## config.mk

```make
export PLATFORM = sky130hd
export DESIGN_NAME = jk_count_monitor
export DESIGN_NICKNAME = d
export VERILOG_FILES = /design/src/rtl/jk_count_pkg.sv /design/src/rtl/count_sync_filter.sv /design/src/rtl/jk_count_monitor.sv
export SDC_FILE = /design/constraint.sdc
export NUM_CORES = 1
export LEC_CHECK = 0
export BUFFER_PORTS_ARGS = -buffer_cell sky130_fd_sc_hd__buf_2
export CORE_AREA = 4 4 67 69
export DETAILED_ROUTE_END_ITERATION = 8
export DIE_AREA = 0 0 71 73
export PLACE_DENSITY_LB_ADDON = 0.12
export SKIP_CTS_REPAIR_TIMING = 1
export SYNTH_ARGS = -nofsm -noshare
export SYNTH_HDL_FRONTEND = slang
export SYNTH_SLANG_ARGS = --single-unit
export TNS_END_PERCENT = 100
```

## constraint.sdc

```tcl
create_clock -name clk -period 2.17 [get_ports clk]
set_clock_uncertainty 0.1 [all_clocks]
set_input_delay 0.3255 -clock clk [delete_from_list [all_inputs] [get_ports clk]]
set_output_delay 0.3255 -clock clk [all_outputs]
set_load 0.01 [all_outputs]
```

## src/rtl/jk_count_pkg.sv

```systemverilog
// Shared constants and FSM encoding for the ripple-count monitor.
package jk_count_pkg;

  localparam int DEF_WIDTH         = 4;
  localparam int DEF_STABLE_CYCLES = 2;
  localparam int DEF_LOCK_MATCHES  = 2;
  localparam int DEF_ERR_W         = 8;

  // Run counter holds up to 15, match counter up to 7.
  localparam int RUN_W   = 4;
  localparam int MATCH_W = 3;

  typedef enum logic [1:0] {
    ST_IDLE    = 2'd0,
    ST_ACQUIRE = 2'd1,
    ST_TRACK   = 2'd2
  } mon_state_e;

endpackage

```

## src/rtl/count_sync_filter.sv

```systemverilog
// Brings the raw ripple count into the clk domain and accepts a value only
// once it has been seen unchanged for STABLE_CYCLES consecutive samples.
module count_sync_filter
  import jk_count_pkg::*;
#(
  parameter int WIDTH         = DEF_WIDTH,
  parameter int STABLE_CYCLES = DEF_STABLE_CYCLES
) (
  input  logic             clk,
  input  logic             rst,
  input  logic [0:WIDTH-1] count_in,
  output logic             accept,
  output logic [0:WIDTH-1] acc_value,
  output logic [0:WIDTH-1] cur_value
);

  localparam logic [RUN_W-1:0] RUN_MAX = RUN_W'(STABLE_CYCLES);
  localparam logic [RUN_W-1:0] RUN_HIT = RUN_W'(STABLE_CYCLES - 1);

  logic [0:WIDTH-1] sync1, sync2, prev;
  logic [RUN_W-1:0] run;
  logic             acc_vld;
  logic             same;

  // Multi-bit skew is not handshaken per bit; the run filter absorbs it.
  assign same      = (sync2 == prev);
  assign acc_value = sync2;
  // One-cycle event: the run just reached the window and the value is new
  // (or nothing has been accepted since reset).
  assign accept    = same && (run == RUN_HIT) &&
                     ((sync2 != cur_value) || !acc_vld);

  // Two-flop synchronizer on the whole bus.
  always_ff @(posedge clk or posedge rst) begin
    if (rst) begin
      sync1 <= '0;
      sync2 <= '0;
    end else begin
      sync1 <= count_in;
      sync2 <= sync1;
    end
  end

  // Saturating run length of identical synchronized samples.
  always_ff @(posedge clk or posedge rst) begin
    if (rst) begin
      prev <= '0;
      run  <= '0;
    end else begin
      prev <= sync2;
      if (!same)               run <= '0;
      else if (run != RUN_MAX) run <= run + RUN_W'(1);
    end
  end

  // Accepted value register and its valid flag.
  always_ff @(posedge clk or posedge rst) begin
    if (rst) begin
      cur_value <= '0;
      acc_vld   <= 1'b0;
    end else if (accept) begin
      cur_value <= sync2;
      acc_vld   <= 1'b1;
    end
  end

endmodule

```

## src/rtl/jk_count_monitor.sv

```systemverilog
// Monitors a ripple counter bus: filters it, checks the +1 mod 2^WIDTH
// sequence, and reports lock, wrap, sequence errors and an error count.
module jk_count_monitor
  import jk_count_pkg::*;
#(
  parameter int WIDTH         = DEF_WIDTH,
  parameter int STABLE_CYCLES = DEF_STABLE_CYCLES,
  parameter int LOCK_MATCHES  = DEF_LOCK_MATCHES,
  parameter int ERR_W         = DEF_ERR_W
) (
  input  logic             clk,
  input  logic             rst,
  input  logic [0:WIDTH-1] count_in,
  input  logic             enable,
  input  logic             err_clr,
  output logic [0:WIDTH-1] cur_value,
  output logic             locked,
  output logic             wrap_pulse,
  output logic             seq_error,
  output logic [ERR_W-1:0] err_count
);

  localparam logic [MATCH_W-1:0] MATCH_LOCK = MATCH_W'(LOCK_MATCHES);
  localparam logic [0:WIDTH-1]   ONE        = WIDTH'(1);

  logic               accept;
  logic [0:WIDTH-1]   acc_value;
  mon_state_e         state, state_nxt;
  logic [0:WIDTH-1]   expected, expected_nxt;
  logic [MATCH_W-1:0] match, match_nxt;
  logic               seeded, seeded_nxt;
  logic               wrap_nxt, serr_nxt;

  count_sync_filter #(
    .WIDTH         (WIDTH),
    .STABLE_CYCLES (STABLE_CYCLES)
  ) u_filter (
    .clk       (clk),
    .rst       (rst),
    .count_in  (count_in),
    .accept    (accept),
    .acc_value (acc_value),
    .cur_value (cur_value)
  );

  // Next-state and pulse decode. 'seeded' marks that expected holds a real
  // prediction; it is cleared only when ACQUIRE is entered from IDLE, so a
  // TRACK error (which itself seeds expected) can relock straight away.
  always_comb begin
    state_nxt    = state;
    expected_nxt = expected;
    match_nxt    = match;
    seeded_nxt   = seeded;
    wrap_nxt     = 1'b0;
    serr_nxt     = 1'b0;
    if (!enable) begin
      state_nxt = ST_IDLE;
    end else begin
      case (state)
        ST_IDLE: begin
          state_nxt  = ST_ACQUIRE;
          match_nxt  = '0;
          seeded_nxt = 1'b0;
        end
        ST_ACQUIRE: begin
          if (accept) begin
            expected_nxt = acc_value + ONE;
            seeded_nxt   = 1'b1;
            if (seeded && (acc_value == expected)) begin
              match_nxt = match + MATCH_W'(1);
              if (match_nxt == MATCH_LOCK) state_nxt = ST_TRACK;
            end else begin
              match_nxt = '0;
            end
          end
        end
        ST_TRACK: begin
          if (accept) begin
            expected_nxt = acc_value + ONE;
            if (acc_value == expected) begin
              wrap_nxt = (acc_value == '0);
            end else begin
              serr_nxt  = 1'b1;
              match_nxt = '0;
              state_nxt = ST_ACQUIRE;
            end
          end
        end
        default: state_nxt = ST_IDLE;
      endcase
    end
  end

  // FSM state and prediction registers.
  always_ff @(posedge clk or posedge rst) begin
    if (rst) begin
      state    <= ST_IDLE;
      expected <= '0;
      match    <= '0;
      seeded   <= 1'b0;
    end else begin
      state    <= state_nxt;
      expected <= expected_nxt;
      match    <= match_nxt;
      seeded   <= seeded_nxt;
    end
  end

  // Registered status outputs and pulses.
  always_ff @(posedge clk or posedge rst) begin
    if (rst) begin
      locked     <= 1'b0;
      wrap_pulse <= 1'b0;
      seq_error  <= 1'b0;
    end else begin
      locked     <= (state_nxt == ST_TRACK);
      wrap_pulse <= wrap_nxt;
      seq_error  <= serr_nxt;
    end
  end

  // Saturating error counter; a clear beats a coincident error.
  always_ff @(posedge clk or posedge rst) begin
    if (rst)                              err_count <= '0;
    else if (err_clr)                     err_count <= '0;
    else if (serr_nxt && (err_count != '1)) err_count <= err_count + ERR_W'(1);
  end

endmodule
```

# Word-level counts from Yosys, hierarchy flattened
# Index checks and enable logic that the tools add are counted.
# totals
regBits	42
output_inout_bits	15
elab_cells	73
inputBits	8
# op_classes
eq_ne	14
n_addsub	4
n_mux	26
n_reduce_logical	15
# ops
operator	n
$mux 8	2
$mux 2	6
$mux 3	4
$mux 1	9
$pmux 3 s3	1
$add 4x1->4 const B	2
$add 8x1->8 const B	1
$eq 4x4->1	2
$mux 4	2
$ne 2x2->1 const B	4
$ne 8x8->1 const B	1
$pmux 2 s3	1
$reduce_and 3->1	2
$reduce_and 5->1	1
$eq 2x2->1 const B	2
$eq 4x1->1 const B	1
$logic_and 1x1->1	4
$logic_not 4->1	1
$ne 4x2->1 const B	1
$ne 4x4->1	1
$reduce_bool 2->1	2
$add 3x1->3 const B	1
$eq 3x2->1 const B	1
$reduce_bool 3->1	1
6 further kinds	6

# Longest topological paths before layout
# logic_depth
ltp_word	9
ltp_mapped	8
ltp_nobuf	7

# By module
# A second synthesis with hierarchy kept.
# hier_totals
hier_cells	192
area_unflattened_um2	2170.8
# modules_own_cells
mod	instances	area_per_inst_um2	cells_each	seq_area_each_um2
jk_count_monitor	1	1340.0	133	525.5
count_sync_filter	1	830.8	59	525.5

# Worst setup path after synthesis
# Ideal clock, no wire load.
# synth_path
path_kind	register to register
start	register u_filter.sync2 (netlist bit u_filter.acc_value[2])
end	register expected[0] (netlist name)
setup_time_ns	0.127
period_less_slack_ns	1.983
arrival_ns	1.755
stages_incl_launch_ff	9
required_ns	1.943
setup_slack_ns	0.187
path_buffers	2
cell_sequence	dfrtp_1 > buf_2 > xnor2_2 > and4_4 > nand2_2 > nor2_1 > and3_1 > buf_2 > mux2_1
# synth_via
elab_chain_cells	4
elab_cells_between_ends	7
classes_between	add/sub (1); eq/ne (2); reduce/logical (4)
# synth_rtl
item	line	source
start, declared	count_sync_filter.sv:20	logic [0:WIDTH-1] sync1, sync2, prev;
start signal, assigned	count_sync_filter.sv:40	sync2 <= sync1;
$eq 4x4->1 / $ne 4x4->1 (equally long branches)	count_sync_filter.sv:26, count_sync_filter.sv:31	
$logic_and 1x1->1 / $logic_or 1x1->1 (equally long branches)	count_sync_filter.sv:30, count_sync_filter.sv:31	
$logic_and 1x1->1	count_sync_filter.sv:30	assign accept = same && (run == RUN_HIT) &&
$reduce_and 3->1 (no source line)	-	
end signal, assigned	jk_count_monitor.sv:103	expected <= expected_nxt;
end, declared	jk_count_monitor.sv:29	logic [0:WIDTH-1] expected, expected_nxt;
# Parallel ways exist; a longest one is shown, timed or not.
# A chain may end at the register's enable or synchronous reset.

# Worst setup path in the final report
# layout_path
start	register u_filter.run[1]
end	register err_count[6]
# layout_via
elab_chain_cells	8
# layout_rtl
item	line	source
start, declared	count_sync_filter.sv:21	logic [RUN_W-1:0] run;
start signal, assigned	count_sync_filter.sv:52	else if (run != RUN_MAX) run <= run + RUN_W'(1);
$eq 4x1->1	count_sync_filter.sv:30	
$logic_and 1x1->1 (2 in a row)	count_sync_filter.sv:30	
$mux 1	jk_count_monitor.sv:78	if (accept) begin
$mux 1	jk_count_monitor.sv:59	case (state)
$mux 1	jk_count_monitor.sv:56	if (!enable) begin
$logic_and 1x1->1	jk_count_monitor.sv:126	else if (serr_nxt && (err_count != '1)) err_count <= err_count + ERR_W'(1);
$reduce_bool 2->1 (no source line)	-	
end signal, assigned	jk_count_monitor.sv:126	
end, declared	jk_count_monitor.sv:20	output logic [ERR_W-1:0] err_count
# Every way passes these cells.

==> impl_metrics.toml <==
[logic_synthesis]
synthesis.area_um2 = 2150
async_reset_ff_frac = 1.00
post_synth_num_cell_types = 42
yosysMostFrequentCell = "dfrtp_1"
synth-edff-count = 0
synth.yosys.seq_area_share = 0.490
post_syn_area_per_cell_um2 = 11.2
synth-seq-cells = 42
ys.flop_type = "dfrtp_1"
post_synth_inst_count = 192
synth.net_count = 212
yosys_top_cell_area_share = 0.490
ys_top_cells_by_count = "dfrtp_1 (42), xnor2_1 (18), nor2_1 (17)"
synth_top_cell_by_area = "dfrtp_1"
yosys_warnings = 0
netlist_top_cells_area = "dfrtp_1 (49%), xnor2_1 (7.3%), ha_1 (7.0%), mux2_1 (3.7%), xnor2_2 (3.0%)"

[worst_setup_path]
critPathLaunchType = "flip-flop"
largest_fanout_on_the_critical_path = 7
critical_path_arrival_ps = 2160
crit_path_end_kind = "flip-flop"
worst-setup-path-type = "reg -> reg"
critPathRequiredTime_ps = 2250

[placement]
dp_worst_setup_slack_ps = 113
gpl.final_weighted_congestion = 0.842
dpl.hpwl_um = 2890
place.port_buffers = 22

[clock_tree]
root_cell_of_the_clock_tree = "clkbuf_8"
cts_num_sinks = 42
clk_latency_ps = 290
cts_clk_pin_slew_worst_paths_ps = 80
cts_buffer_depth = 2
cts_inserted_buffers = 5
cts_tree = "built"
h_tree_depth = 2

[global_route]
gr-usage-met3 = 0.0441
grt-ovfl-total = 0
first_global_vias = 1512
grt_antenna_before_repair = 0
global_route_wire_length_before_repair_um = 7090
largest_net_degree_at_the_start_of_global_routing = 43
grt-busiest-layer = "met2"
track_usage = 0.173
gr-usage-met1 = 0.222
global_route.usage.met2 = 0.294

[floorplan]
core.rowCount = 23
fp.dieH_um = 73
boundaryPins = 23
floorplan.die.width_um = 71
core_region_area_um2 = 3910
floorplan.initialDensity = 0.548
dieArea_um2 = 5180

[route]
antenna_violating_nets_post_route = 0
dr_vias_cell = 5.17
wire_per_inst_um = 14.5
detail_route.iter0.violations = 87
drt_pre_antenna_iters = 4
via_count = 1423
aggregate_routed_wire_length_um = 4000
detail_route.drc_violations = 0

[pwr]
p_switching_w = 0.000389
vdd_ir_drop_max_mv = 0.537
sw_frac_of_total = 0.225
flop_pwr_share = 0.490
power.combinational.fraction = 0.087
power_per_cell_area_nw_per_um2 = 688
cellInternalPower_w = 0.00134
power.static_leakage_nw = 1.15
clock_power_share = 0.422

[sta]
final-setup-viol-count = 0
clock.fmax_mhz = 481
finalHoldViolations = 0
final-max-slew-violation-count = 0
worst_hold_slack_ps = 35.2
headroom_to_the_max_slew_limit = 0.662
grt_setup_unrepaired = "true"
worst_pin_slew_ps = 507
timing.final.ws_setup_ps = 91.0
post-route-min-period_ps = 2080
fin_crit_sh = 0.958

[final_layout]
post_route_cells_drive_above_1_share = 0.271
fin_util = 0.643
area_delta_synth_final_pct = 17.2
n_diodes = 0
finalNetCount = 244

[job]
cap_violations = 0

[min_path]
min_path_type = "in -> reg"

[status]
run_status = "complete, no violations"
-- sequential cells by signal (all words and copies together) (netlist names) --
name / count
u_filter.cur_value: 4
err_count: 8
seq_error: 1
u_filter.sync1: 4
locked: 1
seeded: 1
u_filter.acc_value: 4
wrap_pulse: 1
u_filter.prev: 4
state: 2
u_filter.run: 4
match: 3
expected: 4
u_filter.acc_vld: 1
-- cells in the final DEF, fill, tap and decap left out, drive strengths merged, types with 2 or more instances in the layout --
| cell | synthesis | routed |
|---|---|---|
| dfrtp | 42 | 42 |
| buf | 7 | 32 |
| xnor2 | 22 | 22 |
| nor2 | 17 | 17 |
| nand2 | 16 | 16 |
| ha | 12 | 12 |
| inv | 9 | 9 |
| nand3 | 8 | 8 |
| mux2 | 7 | 7 |
| nor3 | 7 | 7 |
| a21oi | 6 | 6 |
| nor4 | 6 | 6 |
| clkbuf | 0 | 5 |
| o21ai | 5 | 5 |
| nand2b | 4 | 4 |
| nand4 | 3 | 3 |
| or2 | 3 | 3 |
| o221ai | 2 | 2 |
| xor2 | 2 | 2 |
| bufinv | 0 | 2 |
| o211ai | 2 | 2 |
-- worst paths after layout --
path / start / to / slack, ps / cells past startpoint
setup / recovery: u_filter.run[1] / err_count[6] / 90 / 7
hold / removal: count_in[0] / u_filter.sync1[0] / 40 / 1
min in group asynchronous: rst / err_count[6] / 50 / 3
max in group asynchronous: rst / u_filter.acc_value[1] / 1550 / 3
setup reg to reg: u_filter.run[1] / err_count[6] / 90 / 7
hold reg to reg: u_filter.sync1[1] / u_filter.acc_value[1] / 260 / 0
-- power groups by stage --
stage,clock network [W],logic (W),registers [W]
after detailed placement,0,0.000149,0.000864
final,0.000731,0.000151,0.000849
after global placement,0,0.000144,0.000862
after global routing,0.000793,0.000169,0.000855
after floorplan,0,0.000112,0.000856
after CTS,0.000751,0.000150,0.000849
-- kinds of logic (layout without fill, tap and decap cells) --
family          count (synthesis)  count (layout)  share of synthesized area
compound gates                 21              21                     0.0729
xor+xnor                       24              24                      0.112
fa+ha+maj                      12              12                     0.0700
buf+inv                        16              49                     0.0367
flops                          42              42                      0.490
mux                             7               7                     0.0367
simple gates                   70              70                      0.182
-- layer usage --
layer | vias to the layer above | share of wire
met2 | 33 | 0.52
met3 | 6 | 0.041
li1 | 717 | -
met5 | - | 0
met4 | 0 | 0.012
met1 | 667 | 0.43
-- layout make-up --
type / instances / area [µm²]
fillers: 338 / 1400
clock inverters: 3 / 68.8
multi-input cells: 134 / 1040
repair buffers: 32 / 189
inverters: 9 / 33.8
well taps: 50 / 62.6
clock buffers: 5 / 68.8
flip-flops and latches: 42 / 1050
-- metrics by stage --
step           std cells  instance area [µm²]  setup TNS, ps  total power, W
6_report             275                 2510              0         0.00173
5_1_grt              275                 2510           -153         0.00182
4_1_cts              272                 2460              0         0.00175
3_5_place_dp         264                 2330              0         0.00101
3_3_place_gp         264                 2330              0         0.00101
2_1_floorplan        192                 2150              0        0.000969
-- worst max-delay path, cell delays in order (launching register included) --
cell	delay, ps
dfrtp_1	430
inv_1	80
ha_1	140
nor3b_4	330
o2111ai_4	270
nor4_2	390
xnor2_1	170
nor2_1	60
No activity file was read; power rests on OpenSTA's default activity.
